## src/rtl/mips_seq_alu.sv

```systemverilog
// mips_seq_alu: multi-cycle MIPS ALU. It runs the classic single-cycle ALUCtl
// ops in one registered cycle. MULTU and DIVU are iterative shift-add and
// restoring-divide engines that write the internal HI/LO pair. Every op
// reports completion with a one-cycle done pulse.
module mips_seq_alu #(
  parameter int WIDTH = 32,
  parameter int CNT_W = 6
) (
  input  logic             CLK,
  input  logic             RESET,
  input  logic             start,
  input  logic [3:0]       ALUCtl,
  input  logic [WIDTH-1:0] A,
  input  logic [WIDTH-1:0] B,
  output logic [WIDTH-1:0] ALUOut,
  output logic             Zero,
  output logic             Overflow,
  output logic             DivByZero,
  output logic             busy,
  output logic             done
);

  localparam logic [3:0] OP_AND  = 4'd0;
  localparam logic [3:0] OP_OR   = 4'd1;
  localparam logic [3:0] OP_ADD  = 4'd2;
  localparam logic [3:0] OP_SLTU = 4'd3;
  localparam logic [3:0] OP_SUB  = 4'd6;
  localparam logic [3:0] OP_SLT  = 4'd7;
  localparam logic [3:0] OP_MULT = 4'd8;
  localparam logic [3:0] OP_DIV  = 4'd9;
  localparam logic [3:0] OP_MFHI = 4'd10;
  localparam logic [3:0] OP_MFLO = 4'd11;
  localparam logic [3:0] OP_NOR  = 4'd12;

  typedef enum logic [1:0] {IDLE, MUL, DIV} state_t;

  state_t             state_q, state_d;
  logic [WIDTH-1:0]   alu_q, alu_d;
  logic               zero_q, zero_d;
  logic               ovf_q, ovf_d;
  logic               dbz_q, dbz_d;
  logic               done_q, done_d;
  logic [WIDTH-1:0]   hi_q, hi_d;
  logic [WIDTH-1:0]   lo_q, lo_d;
  // Multiplicand (MUL) or divisor (DIV), frozen for the whole iteration.
  logic [WIDTH-1:0]   opb_q, opb_d;
  // MUL: {partial product, remaining multiplier}; DIV: {remainder, dividend/quotient}.
  logic [2*WIDTH-1:0] acc_q, acc_d;
  logic [CNT_W-1:0]   cnt_q, cnt_d;

  logic [WIDTH-1:0]   sc_res;
  logic               sc_ovf;
  logic [WIDTH-1:0]   sum, diff;
  logic [WIDTH:0]     mul_sum;
  logic [2*WIDTH-1:0] mul_next;
  logic [WIDTH:0]     div_shift, div_diff;
  logic [2*WIDTH-1:0] div_next;
  logic               last_iter;

  assign sum  = A + B;
  assign diff = A - B;

  // One shift-add step: conditionally add the multiplicand, then shift right.
  assign mul_sum  = {1'b0, acc_q[2*WIDTH-1:WIDTH]} + (acc_q[0] ? {1'b0, opb_q} : '0);
  assign mul_next = {mul_sum, acc_q[WIDTH-1:1]};

  // One restoring-divide step: shift in the next dividend bit and keep the
  // difference only when it did not go negative.
  assign div_shift = {acc_q[2*WIDTH-1:WIDTH], acc_q[WIDTH-1]};
  assign div_diff  = div_shift - {1'b0, opb_q};
  assign div_next  = div_diff[WIDTH]
                   ? {div_shift[WIDTH-1:0], acc_q[WIDTH-2:0], 1'b0}
                   : {div_diff[WIDTH-1:0],  acc_q[WIDTH-2:0], 1'b1};

  assign last_iter = (cnt_q == CNT_W'(WIDTH - 1));

  // Result and overflow of the single-cycle ops.
  always_comb begin
    // NOTE: every output gets a default first so no path leaves it unassigned and infers a latch.
    sc_res = '0;
    sc_ovf = 1'b0;
    unique case (ALUCtl)
      OP_AND:  sc_res = A & B;
      OP_OR:   sc_res = A | B;
      OP_NOR:  sc_res = ~(A | B);
      OP_ADD: begin
        sc_res = sum;
        sc_ovf = (A[WIDTH-1] == B[WIDTH-1]) && (sum[WIDTH-1] != A[WIDTH-1]);
      end
      OP_SUB: begin
        sc_res = diff;
        sc_ovf = (A[WIDTH-1] != B[WIDTH-1]) && (diff[WIDTH-1] != A[WIDTH-1]);
      end
      OP_SLT:  sc_res = WIDTH'($signed(A) < $signed(B));
      OP_SLTU: sc_res = WIDTH'(A < B);
      OP_MFHI: sc_res = hi_q;
      OP_MFLO: sc_res = lo_q;
      default: sc_res = '0;
    endcase
  end

  // FSM next-state and datapath updates.
  always_comb begin
    state_d = state_q;
    alu_d   = alu_q;
    zero_d  = zero_q;
    ovf_d   = ovf_q;
    dbz_d   = 1'b0;
    done_d  = 1'b0;
    hi_d    = hi_q;
    lo_d    = lo_q;
    opb_d   = opb_q;
    acc_d   = acc_q;
    cnt_d   = cnt_q;
    unique case (state_q)
      IDLE: begin
        if (start) begin
          if (ALUCtl == OP_MULT) begin
            state_d = MUL;
            opb_d   = A;
            acc_d   = {{WIDTH{1'b0}}, B};
            cnt_d   = '0;
          end else if (ALUCtl == OP_DIV) begin
            if (B == '0) begin
              lo_d   = '1;
              hi_d   = A;
              dbz_d  = 1'b1;
              done_d = 1'b1;
            end else begin
              state_d = DIV;
              opb_d   = B;
              acc_d   = {{WIDTH{1'b0}}, A};
              cnt_d   = '0;
            end
          end else begin
            alu_d  = sc_res;
            zero_d = (sc_res == '0);
            ovf_d  = sc_ovf;
            done_d = 1'b1;
          end
        end
      end
      MUL: begin
        acc_d = mul_next;
        cnt_d = cnt_q + 1'b1;
        if (last_iter) begin
          state_d = IDLE;
          hi_d    = mul_next[2*WIDTH-1:WIDTH];
          lo_d    = mul_next[WIDTH-1:0];
          done_d  = 1'b1;
          cnt_d   = '0;
        end
      end
      DIV: begin
        acc_d = div_next;
        cnt_d = cnt_q + 1'b1;
        if (last_iter) begin
          state_d = IDLE;
          hi_d    = div_next[2*WIDTH-1:WIDTH];
          lo_d    = div_next[WIDTH-1:0];
          done_d  = 1'b1;
          cnt_d   = '0;
        end
      end
      default: state_d = IDLE;
    endcase
  end

  // State registers with synchronous reset.
  always_ff @(posedge CLK) begin
    // NOTE: the datapath registers are reset too, so an aborted MULTU/DIVU leaves no stale HI/LO behind.
    if (RESET) begin
      state_q <= IDLE;
      alu_q   <= '0;
      zero_q  <= 1'b1;
      ovf_q   <= 1'b0;
      dbz_q   <= 1'b0;
      done_q  <= 1'b0;
      hi_q    <= '0;
      lo_q    <= '0;
      opb_q   <= '0;
      acc_q   <= '0;
      cnt_q   <= '0;
    end else begin
      // NOTE: non-blocking assignments so every register samples the pre-edge values.
      state_q <= state_d;
      alu_q   <= alu_d;
      zero_q  <= zero_d;
      ovf_q   <= ovf_d;
      dbz_q   <= dbz_d;
      done_q  <= done_d;
      hi_q    <= hi_d;
      lo_q    <= lo_d;
      opb_q   <= opb_d;
      acc_q   <= acc_d;
      cnt_q   <= cnt_d;
    end
  end

  assign ALUOut    = alu_q;
  assign Zero      = zero_q;
  assign Overflow  = ovf_q;
  assign DivByZero = dbz_q;
  assign busy      = (state_q != IDLE);
  assign done      = done_q;

endmodule

```

## config.mk

```make
export PLATFORM = sky130hd
export DESIGN_NAME = mips_seq_alu
export DESIGN_NICKNAME = d
export VERILOG_FILES = /design/src/rtl/mips_seq_alu.sv
export SDC_FILE = /design/constraint.sdc
export NUM_CORES = 1
export LEC_CHECK = 0
export CORE_AREA = 3 3 353 181
export DETAILED_ROUTE_END_ITERATION = 8
export DIE_AREA = 0 0 356 184
export GPL_ROUTABILITY_DRIVEN = 0
export SYNTH_ARGS = -nofsm -noshare
export SYNTH_HDL_FRONTEND = slang
export SYNTH_SLANG_ARGS = --single-unit
```

## constraint.sdc

```tcl
create_clock -name CLK -period 3.32 [get_ports CLK]
set_input_delay 0.664 -clock CLK [delete_from_list [all_inputs] [get_ports CLK]]
set_output_delay 0.664 -clock CLK [all_outputs]
set_load 0.02 [all_outputs]
```

==> results of run 1 <==
worst reg2reg max path, cell delays in order, from the launching register on:
cell,delay (ps)
dfxtp_4,370
inv_4,60
ha_4,120
inv_2,40
fa_2,370
a211oi_2,260
o21a_1,190
a211o_1,220
a21oi_4,90
o2111ai_4,260
mux2i_4,420
nor2_4,130
buf_6,170
mux2i_1,160
o21ai_1,70
buf_4,170
o211ai_1,260
a21oi_1,110
cells by family after synthesis:
family / after synthesis
mux: 35
fa+ha+maj: 173
simple gates: 870
flops: 204
xor+xnor: 73
compound gates: 845
buf+inv: 302
through the flow:
step | cells | util | total power [mW] | setup WS (ps)
6_report | 3994 | 0.449 | 8.69 | -267
3_5_place_dp | 3906 | 0.405 | 5.30 | -1250
5_1_grt | 3994 | 0.449 | 9.01 | -350
2_1_floorplan | 2502 | - | 3.98 | -62.8
4_1_cts | 3975 | 0.433 | 8.46 | -283
3_3_place_gp | 3906 | 0.405 | 5.28 | -1200
layout make-up:
| class | count | area share |
|---|---|---|
| clock buffers | 29 | 0.0245 |
| flip-flops and latches | 204 | 0.150 |
| inverters | 138 | 0.0190 |
| multi-input cells | 1997 | 0.529 |
| well taps | 825 | 0.0377 |
| clock inverters | 17 | 0.00709 |
| repair buffers | 784 | 0.233 |
sequential cells by signal (all words and copies together) (netlist names):
name	cells
done	1
state_q	2
hi_q	32
Zero	1
cnt_q	6
acc_q	64
Overflow	1
opb_q	32
ALUOut	32
DivByZero	1
lo_q	32
power by group:
part	total (mW)	switching, mW	internal, mW
combinational	3.17	1.68	1.49
clock	2.96	1.31	1.65
sequential	2.57	0.0518	2.52
per-layer routing:
metal  wire (µm)  vias up  part of all wire  global-route usage
li1            -    10400                 -                   -
met1       36600    10200              0.46               0.336
met2       32300     1068              0.40               0.333
met3        8290      147              0.10              0.0502
met4        3020        2             0.038              0.0758
met5          13        -           0.00016                   0
repair_timing:
| action | CTS | global route |
|---|---|---|
| endpoints found under the setup margin | 86 | 82 |
| endpoints found under the hold margin | 0 | 0 |
| buffers inserted | 25 | 23 |
| resized for setup | 195 | 205 |
| pin swaps | 80 | 98 |
| cloned | 1 | 0 |
how the worst max path moves through the flow:
stage | startpoint | to | depth (start not counted)
floorplan | A[0] | Zero | 15
global placement | A[0] | Zero | 16
detailed placement | A[0] | Zero | 17
CTS | acc_q[31] | hi_q[20] | 17
global route | acc_q[31] | hi_q[5] | 17
finish | acc_q[31] | hi_q[20] | 17
cell usage in the layout, fill, tap and decap left out, types with 28 or more instances in the layout:
master | netlist | final
buf_4 | 0 | 638
nor2_1 | 332 | 319
a21oi_1 | 253 | 222
nand2_1 | 212 | 199
dfxtp_1 | 204 | 198
ha_1 | 169 | 131
inv_1 | 136 | 120
nor3_1 | 91 | 80
clkdlybuf4s50_1 | 0 | 68
o211ai_1 | 67 | 67
o21ai_0 | 98 | 67
nand3_1 | 60 | 58
a21o_1 | 58 | 57
a211oi_1 | 65 | 54
xnor2_1 | 52 | 50
and2_1 | 42 | 39
a221o_1 | 38 | 38
buf_6 | 3 | 31
a31oi_1 | 36 | 28
ha_4 | 0 | 28
==> summary.txt, run 1 <==
Global routing
  – Vias in the first global route: 20500
  – GR Overflow Total: 0
  – First-pass GRT wire length: 119000 µm
  – Total GRT Usage: 0.231
  – Largest net degree at the start of global routing: 65
  – Initial antenna violation count: 1

Logic synthesis
  – Asr flop ratio synth: 0
  – #FFs+latches synth: 204
  – Number of synthesized flops with an enable pin: 0
  – Multiplexer area fraction after synthesis: 0.0201
  – Syn Inst Count: 2502
  – Post-Synth XOR/XNOR Area: 0.0351
  – Largest family of logic cells by synthesized area: compound AO/OA/AOI/OAI gates
  – Commonest cells post-synth: nor2_1 (332), a21oi_1 (253), nand2_1 (212), dfxtp_1 (204), ha_1 (169)
  – Compound-Gate Fraction of Synth Area: 0.317
  – Warnings from Yosys: 0
  – Synth area leaders: dfxtp_1 (22%), ha_1 (12%), a21oi_1 (7.0%)
  – Dominant synthesized flop cell: dfxtp_1
  – Post-synth top area share: 0.224
  – Post-synthesis simple-gate area fraction: 0.218
  – Synth unique cells: 95
  – Yosys top cell by area: dfxtp_1
  – Leading cell type by number of instances after synthesis: nor2_1
  – Mapped Avg Cell Area: 7.28 µm²
  – Seq/Total Area, Yosys: 0.224
  – Cell Area, Synth: 18200 µm²
  – Syn Nets: 2746
  – Synth Area in Adders: 0.120

Timing
  – Worst-margin pin slew: 985 ps
  – Slew headroom: 0.341
  – Hold WS: 452 ps
  – RSZ-0062 raised after global routing: yes
  – Setup TNS: -8060 ps
  – # setup viols final: 61
  – Clock Skews: 18.5 ps
  – Tmin final: 3590 ps
  – Worst setup margin: -267 ps
  – Max Slew Vio Count: 0
  – Max frequency: 0.279 GHz
  – Final period utilization: 1.08
  – Hold Violations, Final: 0

Die
  – # IOs: 108
  – DIE WIDTH: 356 µm
  – Die height: 184 µm
  – Starting Density: 0.299
  – Core ar.: 60900 µm²
  – Die area: 65500 µm²
  – Cell Rows: 64

Status
  – Outcome: finished with violations
  – Failing checks: negative setup slack

CTS
  – Clk slew on worst S/H paths: 70 ps
  – Clock root cell: clkbuf_16
  – Total CTS buffers: 25
  – Clk sinks: 204
  – CTS tree: yes
  – H-tree Lvls: 1
  – Worst-skew pair later-pin latency: 580 ps
  – Post-CTS Hold Fix Bufs: 0
  – Clock Tree Buf Depth: 3

Final layout
  – Share of cells above drive strength 1: 0.317
  – Fillers: 5947
  – N_diodes: 0
  – Multi-input logic area: 14500 µm²
  – Nets: 3394
  – Reg area: 4100 µm²
  – P&R area growth vs syn: 50.1%
  – Design Area, Final: 27300 µm²

Critical path
  – CP max stage delay: 420 ps
  – Arr. time, crit path: 4030 ps
  – Worst setup SP type: flip-flop
  – Critical path peak fanout: 5
  – Reg-to-Reg End: hi_q[20]
  – WP buf/inv: 4
  – Crit Path Class: flip-flop to flip-flop
  – Flop-to-flop setup slack: -270 ps
  – Slowest-stage cell, CP: mux2i_4
  – CP Cell Sequence: inv_4, ha_4, inv_2, fa_2, a211oi_2, o21a_1, a211o_1, a21oi_4, o2111ai_4, mux2i_4, nor2_4, buf_6, mux2i_1, o21ai_1, buf_4, o211ai_1, a21oi_1
  – FF-to-FF Start: acc_q[31]
  – CP top delay family: compound AO/OA/AOI/OAI gates
  – R2R cell count: 17
  – CP required: 3760 ps
  – CP Capture Type: flip-flop

Flow run
  – Number of max-cap violations: 0

Worst hold path
  – Hold depth: 2
  – Worst Min Path Start: ALUOut[26]
  – Worst Hold Class: flip-flop to flip-flop
  – Endpoint of the worst hold path: ALUOut[26]

Route
  – Vias per cell: 5.47
  – DRT Wirelength: 80300 µm
  – ANT nets after route: 0
  – DRT Pass-1 Iters: 6
  – DRC Markers: 0
  – Vias post-DR: 21800
  – Initial DRC Count: 2123
  – Drt wl/cell: 20.1 µm

Pwr
  – Leak: 11.7 nW
  – Peak supply drop: 0.000355 V
  – Pwr/cell area: 318 nW/µm²

Place
  – Post-Place Cell Area: 24700 µm²
  – Port buffer count: 107
  – HPWL after DPL: 61800 µm
Note: power is estimated with default switching activity, not from simulation.
==> run 2, diff against run 1 <==
--- a/config.mk
+++ b/config.mk
@@ -6,6 +6,7 @@
 export NUM_CORES = 1
 export LEC_CHECK = 0
 export CORE_AREA = 3 3 353 181
+export CTS_BUF_LIST = sky130_fd_sc_hd__clkbuf_8
 export DETAILED_ROUTE_END_ITERATION = 8
 export DIE_AREA = 0 0 356 184
 export GPL_ROUTABILITY_DRIVEN = 0
==> run 2 against run 1 <==
  * Maximum frequency about the same
  * Power down 1.1%
  * The flow still finishes with violations (negative setup slack)
  * Setup slack better by 1.7 ps
  * Sequential share of layout area about the same
  * First-iteration DRC count up 14%
==> summary.txt, run 2 (same netlist as run 1, synthesis figures left out) <==
Final layout
  – Fin util: 0.449
  – N_diodes: 0
  – Commonest non-fill, non-tap cell in the layout: buf_4
  – Final std cells w/o fill: 4014
  – Max reg flops: 64
  – Most frequent cells in the layout: buf_4 (635), nor2_1 (317), a21oi_1 (224)
  – Largest register by flop count: acc_q
  – Share of cells above drive strength 1: 0.323
  – Nets: 3405
  – P&R area growth vs syn: 50.1%

Critical path
  – Flop-to-flop setup slack: -270 ps
  – CP required: 3780 ps
  – Crit Path Class: flip-flop to flip-flop
  – Crit. Startpoint: acc_q[31]
  – FF-to-FF Start: acc_q[31]
  – Reg-to-Reg End: hi_q[11]
  – R2R cell count: 17
  – Critical Path Sink: hi_q[11]
  – Arr. time, crit path: 4040 ps
  – Critical path peak fanout: 6
  – CP Capture Type: flip-flop
  – Worst setup SP type: flip-flop

CTS
  – Worst-skew pair later-pin latency: 590 ps
  – Clock Tree Buf Depth: 3
  – Clock root cell: clkbuf_8
  – CTS tree: yes
  – Clk slew on worst S/H paths: 60 ps
  – Total CTS buffers: 39
  – Clk sinks: 204
  – H-tree Lvls: 2
  – Post-CTS Hold Fix Bufs: 0

Global routing
  – First-pass GRT wire length: 120000 µm
  – Total GRT Usage: 0.232
  – Largest net degree at the start of global routing: 65
  – Initial antenna violation count: 1
  – GR Overflow Total: 0
  – Vias in the first global route: 20700

Timing
  – Max frequency: 0.279 GHz
  – Hold Violations, Final: 0
  – # setup viols final: 61
  – Final period utilization: 1.08
  – Worst-margin pin slew: 1000 ps
  – RSZ-0062 raised after global routing: yes
  – Tmin final: 3590 ps
  – Worst setup margin: -266 ps
  – Clock Skews: 30.9 ps
  – Max Slew Vio Count: 0
  – Slew headroom: 0.328
  – Hold WS: 452 ps

Pwr
  – Pwr/cell area: 314 nW/µm²
  – Peak supply drop: 0.000243 V
  – Flop pwr share: 0.299
  – Cell-internal power: 5.61 mW
  – Switching Power: 2.99 mW
  – Combinational Power Share: 0.367
  – PnR Total Power: 8.59 mW
  – Clk network pwr share: 0.334
  – Switch share: 0.348
  – Leak: 11.8 nW

Die
  – Die height: 184 µm
  – DIE WIDTH: 356 µm
  – Starting Density: 0.299
  – Core ar.: 60900 µm²
  – Die area: 65500 µm²
  – # IOs: 108
  – Cell Rows: 64

Worst hold path
  – Worst Hold Class: flip-flop to flip-flop
  – Worst Min Path Start: ALUOut[26]

Route
  – DRC Markers: 0
  – Vias per cell: 5.47
  – Vias post-DR: 22000
  – Initial DRC Count: 2416
  – Drt wl/cell: 20.1 µm
  – DRT Pass-1 Iters: 6
  – ANT nets after route: 0
  – DRT Wirelength: 80500 µm

Status
  – Outcome: finished with violations
  – Failing checks: negative setup slack

Place
  – Port buffer count: 107
  – HPWL after DPL: 61800 µm
  – Placed cells: 3906

Flow run
  – Number of max-cap violations: 0
[run 2: changes by cell type in the layout (fill, tap and decap cells not counted), sizes merged]
| cell | before | now |
|---|---|---|
| bufinv | 2 | 5 |
| clkdlybuf4s15 | 2 | 0 |
| dlygate4sd2 | 18 | 16 |
| buf | 678 | 676 |
| clkinv | 6 | 10 |
| clkinvlp | 4 | 6 |
| dlymetal6s2s | 13 | 15 |
| clkdlybuf4s50 | 68 | 70 |
| clkbuf | 34 | 47 |
[run 2: worst min-delay path by stage]
stage	end	slack, ps	cells past startpoint
2_1_floorplan	hi_q[7]	430	2
3_3_place_gp	hi_q[7]	440	2
3_5_place_dp	Overflow	450	2
4_1_cts	acc_q[0]	410	2
5_1_grt	hi_q[2]	460	2
6_report	ALUOut[26]	450	2
[run 2: cell type report]
type | count | area (µm²)
Fill cell | 5974 | 33500
Multi-Input combinational cell | 1997 | 14500
Timing Repair Buffer | 781 | 6370
Sequential cell | 204 | 4100
Tap cell | 825 | 1030
Clock buffer | 43 | 592
Inverter | 138 | 520
Clock inverter | 26 | 278
[run 2: metal layers]
layer  global-route usage  share of wire  wire [µm]  vias up
li1                     -              -          -    10500
met1                0.335           0.46      36700    10200
met2                0.336           0.40      32300     1082
met3               0.0525           0.10       8250      181
met4               0.0824          0.041       3270        2
met5                    0        0.00016         13        -
[run 2: timing repair]
item,in CTS,in global routing
endpoints found under the hold margin,0,0
buffers inserted,28,22
pin swaps,89,98
gates cloned,1,0
setup endpoints to repair,86,83
gates resized for setup,207,199
[run 2: worst max-delay path, stage by stage (launching register included)]
cell and delay (ps):
dfxtp_4 370, inv_4 60, ha_4 130, inv_2 40, fa_2 370, a211oi_2 260
o21a_1 190, a211o_1 190, a21oi_2 90, o2111ai_2 270, mux2i_4 410, nor2_4 130
buf_6 200, mux2_4 320, nand2_4 90, a311oi_2 110, a21oi_1 180, nor2_1 50
[run 2: power by group through the flow]
stage	Clock, mW	Sequential [mW]	Combinational (mW)
3_3_place_gp	0	2.62	2.66
5_1_grt	3.00	2.58	3.36
3_5_place_dp	0	2.62	2.68
4_1_cts	2.90	2.57	2.92
2_1_floorplan	0	2.65	1.33
6_report	2.87	2.57	3.16
[run 2: through the flow]
| step | cell area (µm²) | TNS (ps) | setup WS (ps) |
|---|---|---|---|
| 2_1_floorplan | 18300 | -62.8 | -62.8 |
| 3_3_place_gp | 24700 | -60780 | -1200 |
| 3_5_place_dp | 24700 | -62080 | -1250 |
| 4_1_cts | 26400 | -9490 | -268 |
| 5_1_grt | 27300 | -13940 | -357 |
| 6_report | 27300 | -7690 | -266 |
